`config.mk`:
```
export PLATFORM = sky130hd
export DESIGN_NAME = mux_nto1_rr
export DESIGN_NICKNAME = d
export VERILOG_FILES = /design/src/rtl/mux_nto1_pkg.sv /design/src/rtl/mux_nto1_rr_arbiter.sv /design/src/rtl/mux_nto1_rr.sv
export SDC_FILE = /design/constraint.sdc
export NUM_CORES = 1
export LEC_CHECK = 0
export CAP_MARGIN = 0
export CORE_UTILIZATION = 40
export DETAILED_ROUTE_END_ITERATION = 6
export GPL_TIMING_DRIVEN = 0
export PLACE_DENSITY = 0.8
export SLEW_MARGIN = 20
export SYNTH_ARGS = -nofsm -noshare
export SYNTH_HDL_FRONTEND = slang
export SYNTH_SLANG_ARGS = --single-unit
export TNS_END_PERCENT = 100
```
`constraint.sdc`:
```
create_clock -name clk -period 2.9 [get_ports clk]
set_input_delay 0.87 -clock clk [delete_from_list [all_inputs] [get_ports clk]]
set_output_delay 0.87 -clock clk [all_outputs]
set_load 0.02 [all_outputs]
```
`src/rtl/mux_nto1_pkg.sv`:
```
// Shared definitions for the N:1 round-robin mux and its arbiter.
// Latency: n/a (types, constants and a combinational helper only).
// Backpressure: n/a.
package mux_nto1_pkg;

    // Selection mode encodings
    localparam logic MODE_FIXED = 1'b0;
    localparam logic MODE_RR    = 1'b1;

    // Width of each per-channel transfer counter
    localparam int STAT_W = 8;

    // Largest supported channel count; the helper works on vectors padded to this size
    localparam int MAX_CH    = 16;
    localparam int MAX_SEL_W = 4;

    typedef struct packed {
        logic                 vld;
        logic [MAX_SEL_W-1:0] idx;
    } rr_pick_t;

    // Round-robin pick: scan ptr+1, ptr+2, ... modulo n_ch and return the first
    // requesting channel. The loop walks from the farthest offset down to the
    // nearest so that the nearest requester is the one left in the result.
    function automatic rr_pick_t rr_pick(input logic [MAX_CH-1:0]    valid,
                                         input logic [MAX_SEL_W-1:0] ptr,
                                         input int                   n_ch);
        rr_pick_t r;
        int       c;
        r = '0;
        for (int i = MAX_CH; i >= 1; i--) begin
            if (i <= n_ch) begin
                c = (int'(ptr) + i) % n_ch;
                if (valid[c]) begin
                    r.vld = 1'b1;
                    r.idx = MAX_SEL_W'(c);
                end
            end
        end
        return r;
    endfunction

endpackage

```
`src/rtl/mux_nto1_rr_arbiter.sv`:
```
// Round-robin arbiter: combinational pick among requesters plus the priority pointer.
// Latency: grant is combinational; pointer moves on the clock edge where adv_i is high.
// Backpressure: caller qualifies adv_i with its own load condition; no grant is held here.
module rr_arbiter
    import mux_nto1_pkg::*;
#(
    parameter  int N_CH  = 4,
    localparam int SEL_W = $clog2(N_CH)
) (
    input  logic             clk,
    input  logic             reset,
    input  logic [N_CH-1:0]  req_i,
    input  logic             adv_i,
    output logic             gnt_vld_o,
    output logic [SEL_W-1:0] gnt_idx_o
);

    logic [SEL_W-1:0]     ptr_q;
    logic [SEL_W-1:0]     ptr_d;
    logic [MAX_CH-1:0]    req_ext;
    logic [MAX_SEL_W-1:0] ptr_ext;
    logic [SEL_W:0]       pick;

    // Narrow the package helper's result to this instance's index width
    function automatic logic [SEL_W:0] pick_narrow(input logic [MAX_CH-1:0]    v,
                                                   input logic [MAX_SEL_W-1:0] p);
        rr_pick_t r;
        r = rr_pick(v, p, N_CH);
        return {r.vld, r.idx[SEL_W-1:0]};
    endfunction

    // Pad request vector and pointer up to the helper's fixed width
    always_comb begin
        req_ext              = '0;
        req_ext[N_CH-1:0]    = req_i;
        ptr_ext              = '0;
        ptr_ext[SEL_W-1:0]   = ptr_q;
    end

    // Combinational pick starting just after the last granted channel
    always_comb begin
        pick = pick_narrow(req_ext, ptr_ext);
    end

    assign gnt_vld_o = pick[SEL_W];
    assign gnt_idx_o = pick[SEL_W-1:0];

    // Pointer follows the granted channel only when the grant is actually used
    always_comb begin
        ptr_d = ptr_q;
        if (adv_i && gnt_vld_o) begin
            ptr_d = gnt_idx_o;
        end
    end

    // Pointer register; resets to the last channel so channel 0 is scanned first
    always_ff @(posedge clk or posedge reset) begin
        if (reset) begin
            ptr_q <= SEL_W'(N_CH - 1);
        end else begin
            ptr_q <= ptr_d;
        end
    end

endmodule

```
`src/rtl/mux_nto1_rr.sv`:
```
// N:1 valid/ready mux with fixed-select or round-robin arbitration and a registered output.
// Latency: 1 cycle from input transfer to valid_out; one word per cycle while ready_in=1.
// Backpressure: ready_in=0 with a held word freezes the output register and drops all ready_out.
// Optional build macro MUX_NTO1_STATS_EN adds per-channel transfer counters and a stall flag.
module mux_nto1_rr
    import mux_nto1_pkg::*;
#(
    parameter  int DATA_W = 2,
    parameter  int N_CH   = 4,
    localparam int SEL_W  = $clog2(N_CH)
) (
    input  logic                     clk,
    input  logic                     reset,
    input  logic                     mode,
    input  logic [SEL_W-1:0]         selector,
    input  logic [N_CH-1:0]          valid_in,
    input  logic [N_CH*DATA_W-1:0]   data_in,
    output logic [N_CH-1:0]          ready_out,
    output logic                     valid_out,
    output logic [DATA_W-1:0]        data_out,
    output logic [SEL_W-1:0]         sel_out,
    input  logic                     ready_in
`ifdef MUX_NTO1_STATS_EN
    ,
    output logic [N_CH*STAT_W-1:0]   xfer_cnt,
    output logic                     stall
`endif
);

    // Selector space may exceed N_CH when N_CH is not a power of two
    localparam int N_PAD = 1 << SEL_W;

    logic              valid_q;
    logic              valid_d;
    logic [DATA_W-1:0] data_q;
    logic [DATA_W-1:0] data_d;
    logic [SEL_W-1:0]  sel_q;
    logic [SEL_W-1:0]  sel_d;

    logic              load;
    logic [N_PAD-1:0]  valid_pad;
    logic              fix_vld;
    logic              arb_vld;
    logic [SEL_W-1:0]  arb_idx;
    logic              arb_adv;
    logic              gnt_vld;
    logic [SEL_W-1:0]  gnt_idx;

    // Output register may accept a new word when empty or being drained this cycle
    assign load = !valid_q || ready_in;

    // Fixed-mode grant: padding bits are zero, so an out-of-range selector never grants
    always_comb begin
        valid_pad           = '0;
        valid_pad[N_CH-1:0] = valid_in;
        fix_vld             = valid_pad[selector];
    end

    assign arb_adv = load && (mode == MODE_RR);

    rr_arbiter #(
        .N_CH (N_CH)
    ) u_arb (
        .clk       (clk),
        .reset     (reset),
        .req_i     (valid_in),
        .adv_i     (arb_adv),
        .gnt_vld_o (arb_vld),
        .gnt_idx_o (arb_idx)
    );

    // Pick the grant source for the current mode
    always_comb begin
        gnt_vld = 1'b0;
        gnt_idx = '0;
        if (mode == MODE_RR) begin
            gnt_vld = arb_vld;
            gnt_idx = arb_idx;
        end else begin
            gnt_vld = fix_vld;
            gnt_idx = selector;
        end
    end

    // One-hot pop to the granted channel; forced low while reset is asserted
    always_comb begin
        ready_out = '0;
        if (!reset && load && gnt_vld) begin
            ready_out[gnt_idx] = 1'b1;
        end
    end

    // Output register next state: load granted word, clear on empty load, else hold
    always_comb begin
        valid_d = valid_q;
        data_d  = data_q;
        sel_d   = sel_q;
        if (load) begin
            if (gnt_vld) begin
                valid_d = 1'b1;
                data_d  = data_in[gnt_idx*DATA_W +: DATA_W];
                sel_d   = gnt_idx;
            end else begin
                valid_d = 1'b0;
                data_d  = '0;
            end
        end
    end

    // Output register; reset discards any held word
    always_ff @(posedge clk or posedge reset) begin
        if (reset) begin
            valid_q <= 1'b0;
            data_q  <= '0;
            sel_q   <= '0;
        end else begin
            valid_q <= valid_d;
            data_q  <= data_d;
            sel_q   <= sel_d;
        end
    end

    assign valid_out = valid_q;
    assign data_out  = data_q;
    assign sel_out   = sel_q;

`ifdef MUX_NTO1_STATS_EN
    // Held word that downstream is refusing this cycle
    assign stall = valid_q && !ready_in;

    for (genvar k = 0; k < N_CH; k++) begin : g_stat
        logic [STAT_W-1:0] cnt_q;
        logic [STAT_W-1:0] cnt_d;

        // Count input transfers from channel k, sticking at all-ones
        always_comb begin
            cnt_d = cnt_q;
            if (ready_out[k] && valid_in[k] && (cnt_q != {STAT_W{1'b1}})) begin
                cnt_d = cnt_q + 1'b1;
            end
        end

        // Counter register for channel k
        always_ff @(posedge clk or posedge reset) begin
            if (reset) begin
                cnt_q <= '0;
            end else begin
                cnt_q <= cnt_d;
            end
        end

        assign xfer_cnt[k*STAT_W +: STAT_W] = cnt_q;
    end
`endif

endmodule

```
---- Yosys cells after proc, flatten, opt, wreduce, memory -nomap -nowiden ----
Index checks and enable logic that the tools add are counted.
word-level totals
  bits in registers ....................... 7
  word-level logic and storage cells ...... 58
  output and inout bits ................... 9
  bits of input ports ..................... 18
cells by class
  magnitude comparators ................... 7
  bitwise logic cells ..................... 4
  shifts and indexed selects .............. 1
  reduce and logical (&&, ||, !) cells .... 13
  multiplexer cells ....................... 25
  add/sub/neg operators ................... 4
operator list
  kind                                                                          number
  3-bit by 6-bit less-than comparator with 1-bit output, second input constant  4
  5-bit 2-to-1 mux                                                              4
  1-bit binary-select mux with 3-bit select                                     4
  1-bit 2-to-1 mux                                                              12
  2-bit OR reduction                                                            4
  8-bit by 4-bit variable part select with 2-bit output                         1
  2-bit by 3-bit less-than comparator with 1-bit output, second input constant  2
  1-bit logical AND                                                             5
  2-bit by 1-bit adder with 2-bit output, second input constant                 2
  2-bit adder, second input constant                                            2
  1-bit AND, first input constant                                               4
  2-bit 2-to-1 mux                                                              2
  4-bit 2-to-1 mux                                                              1
  1-bit binary-select mux with 2-bit select                                     1
  1-bit demux with 2-bit select                                                 1
  2-bit by 1-bit >= comparator with 1-bit output, second input constant         1
  1-bit zero test                                                               2
  2-bit AND reduction                                                           1
  1-bit logical OR                                                              1

---- Logic depth before layout (Yosys ltp) ----
Gate-level depths: netlist (run 1).
  depth in word-level cells ............... 16
  gate-level depth with buffers ........... 5
  gate-level depth less buffers ........... 4

---- Hierarchy ----
Synthesis (run 1) repeated with hierarchy kept, for this count alone.
second synthesis, totals
  cells, all modules ...................... 53
  area total of the unflattened synthesis .. 543.0 um2
modules (own cells, without submodules)
  module       area each (um2)  seq. area each (um2)  cells each  instances
  mux_nto1_rr  366.6            125.1                 32          1
  rr_arbiter   176.4            52.6                  21          1

---- Worst setup path after synthesis (run 1) ----
OpenSTA, ideal clock, no wires.
  path kind ............................... input to output
  start ................................... input port valid_in[3]
  end ..................................... output port ready_out[0]
  slack ................................... -0.237 ns
  required time ........................... 2.030 ns
  cell stages on the path ................. 5
  buffers on the path ..................... 1
  arrival ................................. 2.267 ns
  cells stage by stage .................... and2b_1 o221a_1 buf_6 mux2_4 nor4_1
between the ends
  word-level cells in the longest chain between the ends .. 13
  elaborated cells on any way between the ends .. 27
  classes of those cells .................. order compare: 2; mux: 23; reduce/logical: 2
RTL lines
  element                                                                                                                                               line                RTL
  from (decl)                                                                                                                                           mux_nto1_rr.sv:16   input logic [N_CH-1:0] valid_in,
  1-bit binary-select mux with 3-bit select                                                                                                             mux_nto1_pkg.sv:34  if (valid[c]) begin
  1-bit 2-to-1 mux (not written as such) (2 in series)                                                                                                  mux_nto1_pkg.sv:34
  5-bit 2-to-1 mux (4 in series)                                                                                                                        mux_nto1_pkg.sv:34
  2-bit 2-to-1 mux                                                                                                                                      mux_nto1_rr.sv:76   if (mode == MODE_RR) begin
  2-bit by 3-bit less-than comparator with 1-bit output (not written as such) / 2-bit by 1-bit >= comparator with 1-bit output (equally long branches)  mux_nto1_rr.sv:89   ready_out[gnt_idx] = 1'b1;
  1-bit logical AND (not written as such)                                                                                                               mux_nto1_rr.sv:89
  1-bit 2-to-1 mux (not written as such)                                                                                                                mux_nto1_rr.sv:89
  1-bit demux with 2-bit select                                                                                                                         mux_nto1_rr.sv:89
  4-bit 2-to-1 mux *                                                                                                                                    mux_nto1_rr.sv:88   if (!reset && load && gnt_vld) begin
  to (decl)                                                                                                                                             mux_nto1_rr.sv:18   output logic [N_CH-1:0] ready_out,
Mark *: on every way between the ends. The rest lies on a longest branch, timed or not. The select of a mux whose other input is x is not followed.

---- Worst setup path after layout (run 1) ----
  start ................................... input port valid_in[3]
  end ..................................... output port ready_out[1]
The elaborated chain is that of the path after synthesis.

==> results of run 1 <==
[cell usage after synthesis, types with 2 or more instances]
library cell / instances / area share [%]
nor2_1: 3 / 1.8
mux2i_1: 4 / 6.5
dfrtp_1: 5 / 20
o2bb2a_1: 2 / 3.3
nand2_1: 2 / 1.2
o221ai_1: 2 / 2.8
nand2b_1: 3 / 3.0
mux4_2: 3 / 11
dfstp_2: 2 / 8.5
nor2b_1: 2 / 2.0
nor4b_2: 2 / 4.9
o21ai_0: 2 / 1.6
mux2_4: 3 / 7.3
[per-layer routing]
layer  global-route usage, %  up-vias  share of wire, %
li1                        -      291                 -
met1                   26.67      283                43
met2                   40.23       22                48
met3                   4.891        2               8.2
met4                   7.258        0              0.40
met5                       0        -                 0
[sequential cells by signal, indices dropped and copies added, names as in the netlist]
name         count
u_arb.ptr_q      2
valid_out        1
sel_out          2
data_out         2
[kinds of logic after synthesis]
logic type      count (synthesis)  synth area share, %
compound gates                 14                20.94
flops                           7                28.86
mux                            11                26.62
buf+inv                         2                2.438
simple gates                   19                21.14
[final cells by class]
| type | instances | area [sq um] | share of cell area (%) |
|---|---|---|---|
| multi-input combinational | 44 | 491.7 | 47.81 |
| timing repair buffer | 33 | 310.3 | 30.17 |
| sequential | 7 | 177.7 | 17.27 |
| clock buffer | 4 | 26.28 | 2.555 |
| tap | 15 | 18.77 | 1.825 |
| inverter | 1 | 3.754 | 0.3650 |
[per-stage QoR]
step                      instance area [sq um]  hold WS (ns)  setup WS, ns
after floorplan                           630.6        0.5235      -0.01163
after global placement                    909.6        0.5000        -1.106
after detailed placement                  909.6        0.4921        -1.143
after CTS                                  1033        0.5194       -0.1308
after global routing                       1028        0.5319       -0.1251
final                                      1028        0.5177      -0.09192
[worst min-delay path by stage]
| stage | start | end | slack, ns | cells past startpoint |
|---|---|---|---|---|
| final | sel_out[1] | sel_out[1] | 0.52 | 1 |
| after global routing | sel_out[0] | sel_out[0] | 0.53 | 1 |
| after CTS | sel_out[1] | sel_out[1] | 0.52 | 1 |
| after detailed placement | sel_out[0] | sel_out[0] | 0.49 | 1 |
| after global placement | sel_out[1] | sel_out[1] | 0.50 | 1 |
| after floorplan | u_arb.ptr_q[0] | u_arb.ptr_q[0] | 0.52 | 1 |
[power by group through the flow]
stage                     registers [mW]  clock network (mW)  logic, mW
final                              0.163              0.0850      0.320
after global routing               0.167              0.0951      0.340
after CTS                          0.162              0.0883      0.324
after detailed placement           0.162                   0      0.284
after global placement             0.160                   0      0.279
after floorplan                    0.183                   0      0.155
[repair_timing]
action | CTS | global route
endpoints found under the setup margin | 4 | 4
pin swaps | 2 | 1
setup buffers | 5 | 2
resized for setup | 68 | 4
==> metrics.cfg, run 1 <==
[worst_setup_path]
critical_path.top_delay_family = simple AND/OR/NAND/NOR gates
critPathSlowestCell = mux2_4
r2r_slack_ns = 1.10
cp-endpoint = ready_out[1]
r2r_cells = 5
worstReg2RegStart = u_arb.ptr_q[0]
worstSetupPathType = input pin to output port
end_kind = output port
r2r_end = sel_out[1]
crit_arrival_ns = 2.12
cp_max_fo = 5
crit_cells = 6
critPathBufInv = 2
cp_cell_sequence = buf_8 -> and2b_1 -> o221a_1 -> mux2_4 -> nor4b_4 -> buf_4
worstSetupStartpoint = valid_in[3]
cp-start-kind = input pin
slowest_delay_ns = 0.31
critPathRequiredTime_ns = 2.03

[drt]
wl_per_cell_um = 16.63
vias_per_cell = 5.750
drc = 0
ant_nets = 0
dr.pass1.iters = 2
wirelength_um = 1730
vias = 598
dr.first_iter.drc_count = 4

[logic_synthesis]
synth.net_count = 71
synth-async-reset-ratio_pct = 100.0
synth_cells = 53
ys_ff_latch = 7
synth_ff_type = dfrtp_1
ys_seq_area_share_pct = 28.86
yosys_warnings = 0
synth_cell_types = 31
netlist_area_sq_um = 615.6
synth.avg_cell_area_sq_um = 11.61
synth-edff-count = 0

[pwr]
power_leakage_nw = 0.4324
power_uw = 567.6
power_frac_seq_pct = 28.7
clock_power_share_pct = 15.0
ir_drop_mv = 0.3576
p_switching_uw = 199.5
pwr_density_cell_nw_per_um2 = 551.9
intPower_uw = 368.1
pwr-share-comb_pct = 56.3
swShare_pct = 35.15

[final_layout]
layout-drive-gt1-share_pct = 44.94
layout.nets = 108
final_common_cell = clkdlybuf4s50_1
num_antenna_cells = 0
final_cell_mix = clkdlybuf4s50_1, buf_4, dfrtp_1
syn2layout_area_growth_pct = 67.07
final_core_util_pct = 75.27
fin_cells = 104
nFillCells = 96

[die]
initial_core_util_pct = 45.05
core_sq_um = 1366
die_h_um = 41.23
io_pins = 27
core.rowCount = 13
die_area_sq_um = 1700
fp.dieW_um = 41.23

[global_route]
track_usage_pct = 22.64
grt_pass1_wl_um = 2470
grt_max_degree = 9
grt_pass1_vias = 551
grt_antenna_before_repair = 0
overflow = 0

[run_status]
status = finished with violations
violations = negative setup slack

[sta]
setup_viol = 4
fin_crit_sh_pct = 103.2
fmax_mhz = 334.2
finalSetupTns_ns = -0.2078
relSlewSlack_pct = 72.73
period_needed_ns = 2.992
worstMarginPinSlew_ns = 0.4076
fin_ws_ns = -0.09192
finalHoldViolCount = 0
rsz0062_at_grt = true
slew_violations = 0
fin_skew_ns = 0.0003873

[placement]
gp_congestion = 0.6784
portBuffers = 26
dp_hpwl_um = 1252
numPlacedInstances = 94

[cts]
cts.sinks = 7
clockRootBuffer = clkbuf_4
cts_tree = done
clkSlewWorstSetupHoldPaths_ns = 0.05
cts_buffers = 3
clk_path_buf_depth = 2
clock_latency_ns = 0.24
cts_hold_buf = 0
htreeDepth = 1

[worst_hold_path]
hold_path.class = register to register

[run]
max-cap-violations = 0

Power figures use the tool's default switching activity.
==> inputs of run 2 (changes only) <==
--- a/config.mk
+++ b/config.mk
@@ -8,6 +8,7 @@
 export CAP_MARGIN = 0
 export CORE_UTILIZATION = 40
 export DETAILED_ROUTE_END_ITERATION = 6
+export GPL_ROUTABILITY_DRIVEN = 1
 export GPL_TIMING_DRIVEN = 0
 export PLACE_DENSITY = 0.8
 export SLEW_MARGIN = 20
==> constraint.sdc (replaced) <==
create_clock -name clk -period 3 [get_ports clk]
set_input_delay 0.9 -clock clk [delete_from_list [all_inputs] [get_ports clk]]
set_output_delay 0.9 -clock clk [all_outputs]
set_load 0.02 [all_outputs]
==> run 2 against run 1 <==
The flow still finishes with violations (negative setup slack). Worst hold slack unchanged. Global-route usage unchanged. Worst setup slack improved by 0.040 ns. Utilization unchanged. Die area unchanged. Highest routed layer unchanged. Sequential power decreased by 4%. Critical path depth unchanged. Non-clock buffer count unchanged. Clock power decreased by 3.3%. Cell area unchanged.
==> metrics.cfg, run 2 (synthesis gave the netlist of run 1 again) <==
[die]
initial_core_util_pct = 45.05  ; unchanged
io_pins = 27  ; unchanged
die_area_sq_um = 1700  ; unchanged
core_sq_um = 1366  ; unchanged
die_h_um = 41.23  ; unchanged
fp.dieW_um = 41.23  ; unchanged
core.rowCount = 13  ; unchanged

[global_route]
track_usage_pct = 22.64  ; unchanged
grt_antenna_before_repair = 0  ; unchanged
grt_util_met2_pct = 40.23  ; unchanged
gr-usage-met1_pct = 26.67  ; unchanged
grtUsageMet3_pct = 4.891  ; unchanged
grt_max_degree = 9  ; unchanged
grt_pass1_wl_um = 2470  ; unchanged
grt_pass1_vias = 551  ; unchanged
overflow = 0  ; unchanged
top_usage_layer = met2  ; unchanged

[cts]
cts_tree = done  ; unchanged
cts.sinks = 7  ; unchanged
clkSlewWorstSetupHoldPaths_ns = 0.05  ; about the same
htreeDepth = 1  ; unchanged
clockRootBuffer = clkbuf_4  ; unchanged
cts_buffers = 3  ; unchanged
clock_latency_ns = 0.24  ; about the same
clk_path_buf_depth = 2  ; unchanged

[run_status]
status = finished with violations  ; unchanged
violations = negative setup slack  ; unchanged

[final_layout]
layout-drive-gt1-share_pct = 44.94  ; unchanged
final_common_cell = clkdlybuf4s50_1  ; unchanged
layout.nets = 108  ; unchanged
num_antenna_cells = 0  ; unchanged
syn2layout_area_growth_pct = 67.07  ; unchanged
final_cell_mix = clkdlybuf4s50_1, buf_4, dfrtp_1  ; unchanged
design_area_sq_um = 1028  ; unchanged
fin_cells = 104  ; unchanged
final_core_util_pct = 75.27  ; unchanged

[worst_setup_path]
cp_cell_sequence = buf_8 -> and2b_1 -> o221a_1 -> mux2_4 -> nor4b_4 -> buf_4  ; unchanged
critPathSlowestCell = mux2_4  ; unchanged
slowest_delay_ns = 0.31  ; about the same
end_kind = output port  ; unchanged
critPathRequiredTime_ns = 2.10  ; was 2.03 ns
crit_arrival_ns = 2.15  ; was 2.12 ns
cp-start-kind = input pin  ; unchanged
worstSetupPathType = input pin to output port  ; unchanged
worstSetupStartpoint = valid_in[3]  ; unchanged
worstReg2RegStart = u_arb.ptr_q[0]  ; unchanged
cp_max_fo = 5  ; unchanged

[sta]
period_needed_ns = 3.052
fin_crit_sh_pct = 101.7
setup_viol = 2  ; was 4
relSlewSlack_pct = 72.73  ; unchanged
rsz0062_at_grt = true  ; unchanged
finalSetupTns_ns = -0.09629  ; was -0.2078 ns
fmax_mhz = 327.7
worstMarginPinSlew_ns = 0.4076  ; unchanged
fin_skew_ns = 0.0003873  ; unchanged
finalHoldViolCount = 0  ; unchanged
fin_ws_ns = -0.05193  ; was -0.09192 ns
slew_violations = 0  ; unchanged
whs_ns = 0.5177  ; unchanged

[run]
max-cap-violations = 0  ; unchanged

[placement]
portBuffers = 26  ; unchanged
dpl_cell_area_sq_um = 909.6  ; unchanged
dp_hpwl_um = 1252  ; unchanged
numPlacedInstances = 94  ; unchanged
gp_congestion = 0.6784  ; unchanged

[pwr]
pwr_density_cell_nw_per_um2 = 533.5  ; was 551.9 nW/um^2
power_leakage_nw = 0.4324  ; unchanged
ir_drop_mv = 0.3457  ; was 0.3576 mV

[worst_hold_path]
min_from = sel_out[1]  ; unchanged
hold_path.class = register to register  ; unchanged

[drt]
wirelength_um = 1730  ; unchanged
drc = 0  ; unchanged
wl_per_cell_um = 16.63  ; unchanged
dr.first_iter.drc_count = 4  ; unchanged
ant_nets = 0  ; unchanged
vias = 598  ; unchanged
dr.pass1.iters = 2  ; unchanged
vias_per_cell = 5.750  ; unchanged

==> run 2: cell counts in the layout (fill, tap and decap cells not counted) <==
Identical to the previous run, type by type.
==> run 2: final timing paths <==
check                            endpoint  slack [ns]  depth (start not counted)
hold / removal                 sel_out[1]        0.52                          1
hold reg to reg                sel_out[1]        0.52                          1
max in group asynchronous  u_arb.ptr_q[1]        1.72                          2
min in group asynchronous      sel_out[1]        1.05                          2
setup reg to reg               sel_out[1]        1.20                          5
setup / recovery             ready_out[1]       -0.05                          6
==> run 2: repair_timing <==
action,in CTS,in global routing
setup buffers,5,2
endpoints found under the setup margin,4,4
hold buffers,0,0
pin swaps,2,1
gates resized for setup,68,4
==> run 2: worst max-delay path: cells and delay by family <==
kind	cells	cell delay (ns)
buffers and inverters	2	0.27
muxes	1	0.31
and+or+nand+nor	2	0.42
AOI/OAI and AO/OA	1	0.25
==> run 2: routing by layer <==
metal  routed length (um)  share of wire (%)  vias up
met5                    0                  0        -
met4                    7               0.40        0
met3                  141                8.2        2
met2                  836                 48       22
met1                  744                 43      283
li1                     -                  -      291
==> run 2: layout make-up <==
cell class	instances	area, sq um
multi-input combinational	44	491.7
timing repair buffer	33	310.3
tap	15	18.77
fill	96	337.8
inverter	1	3.754
clock buffer	4	26.28
sequential	7	177.7
==> run 2: power breakdown <==
group	total (mW)	leakage [nW]	switching (mW)	internal, mW
logic	0.309	0.338	0.138	0.171
clock network	0.0822	0.0150	0.0316	0.0506
registers	0.157	0.0797	0.0228	0.135
==> run 2: through the flow <==
stage          total power [mW]  worst slack (ns)
6_report                 0.5487          -0.05193
5_1_grt                  0.5818          -0.08514
4_1_cts                  0.5547          -0.09082
3_5_place_dp             0.4309            -1.103
3_3_place_gp             0.4248            -1.066
2_1_floorplan            0.3268           0.02836
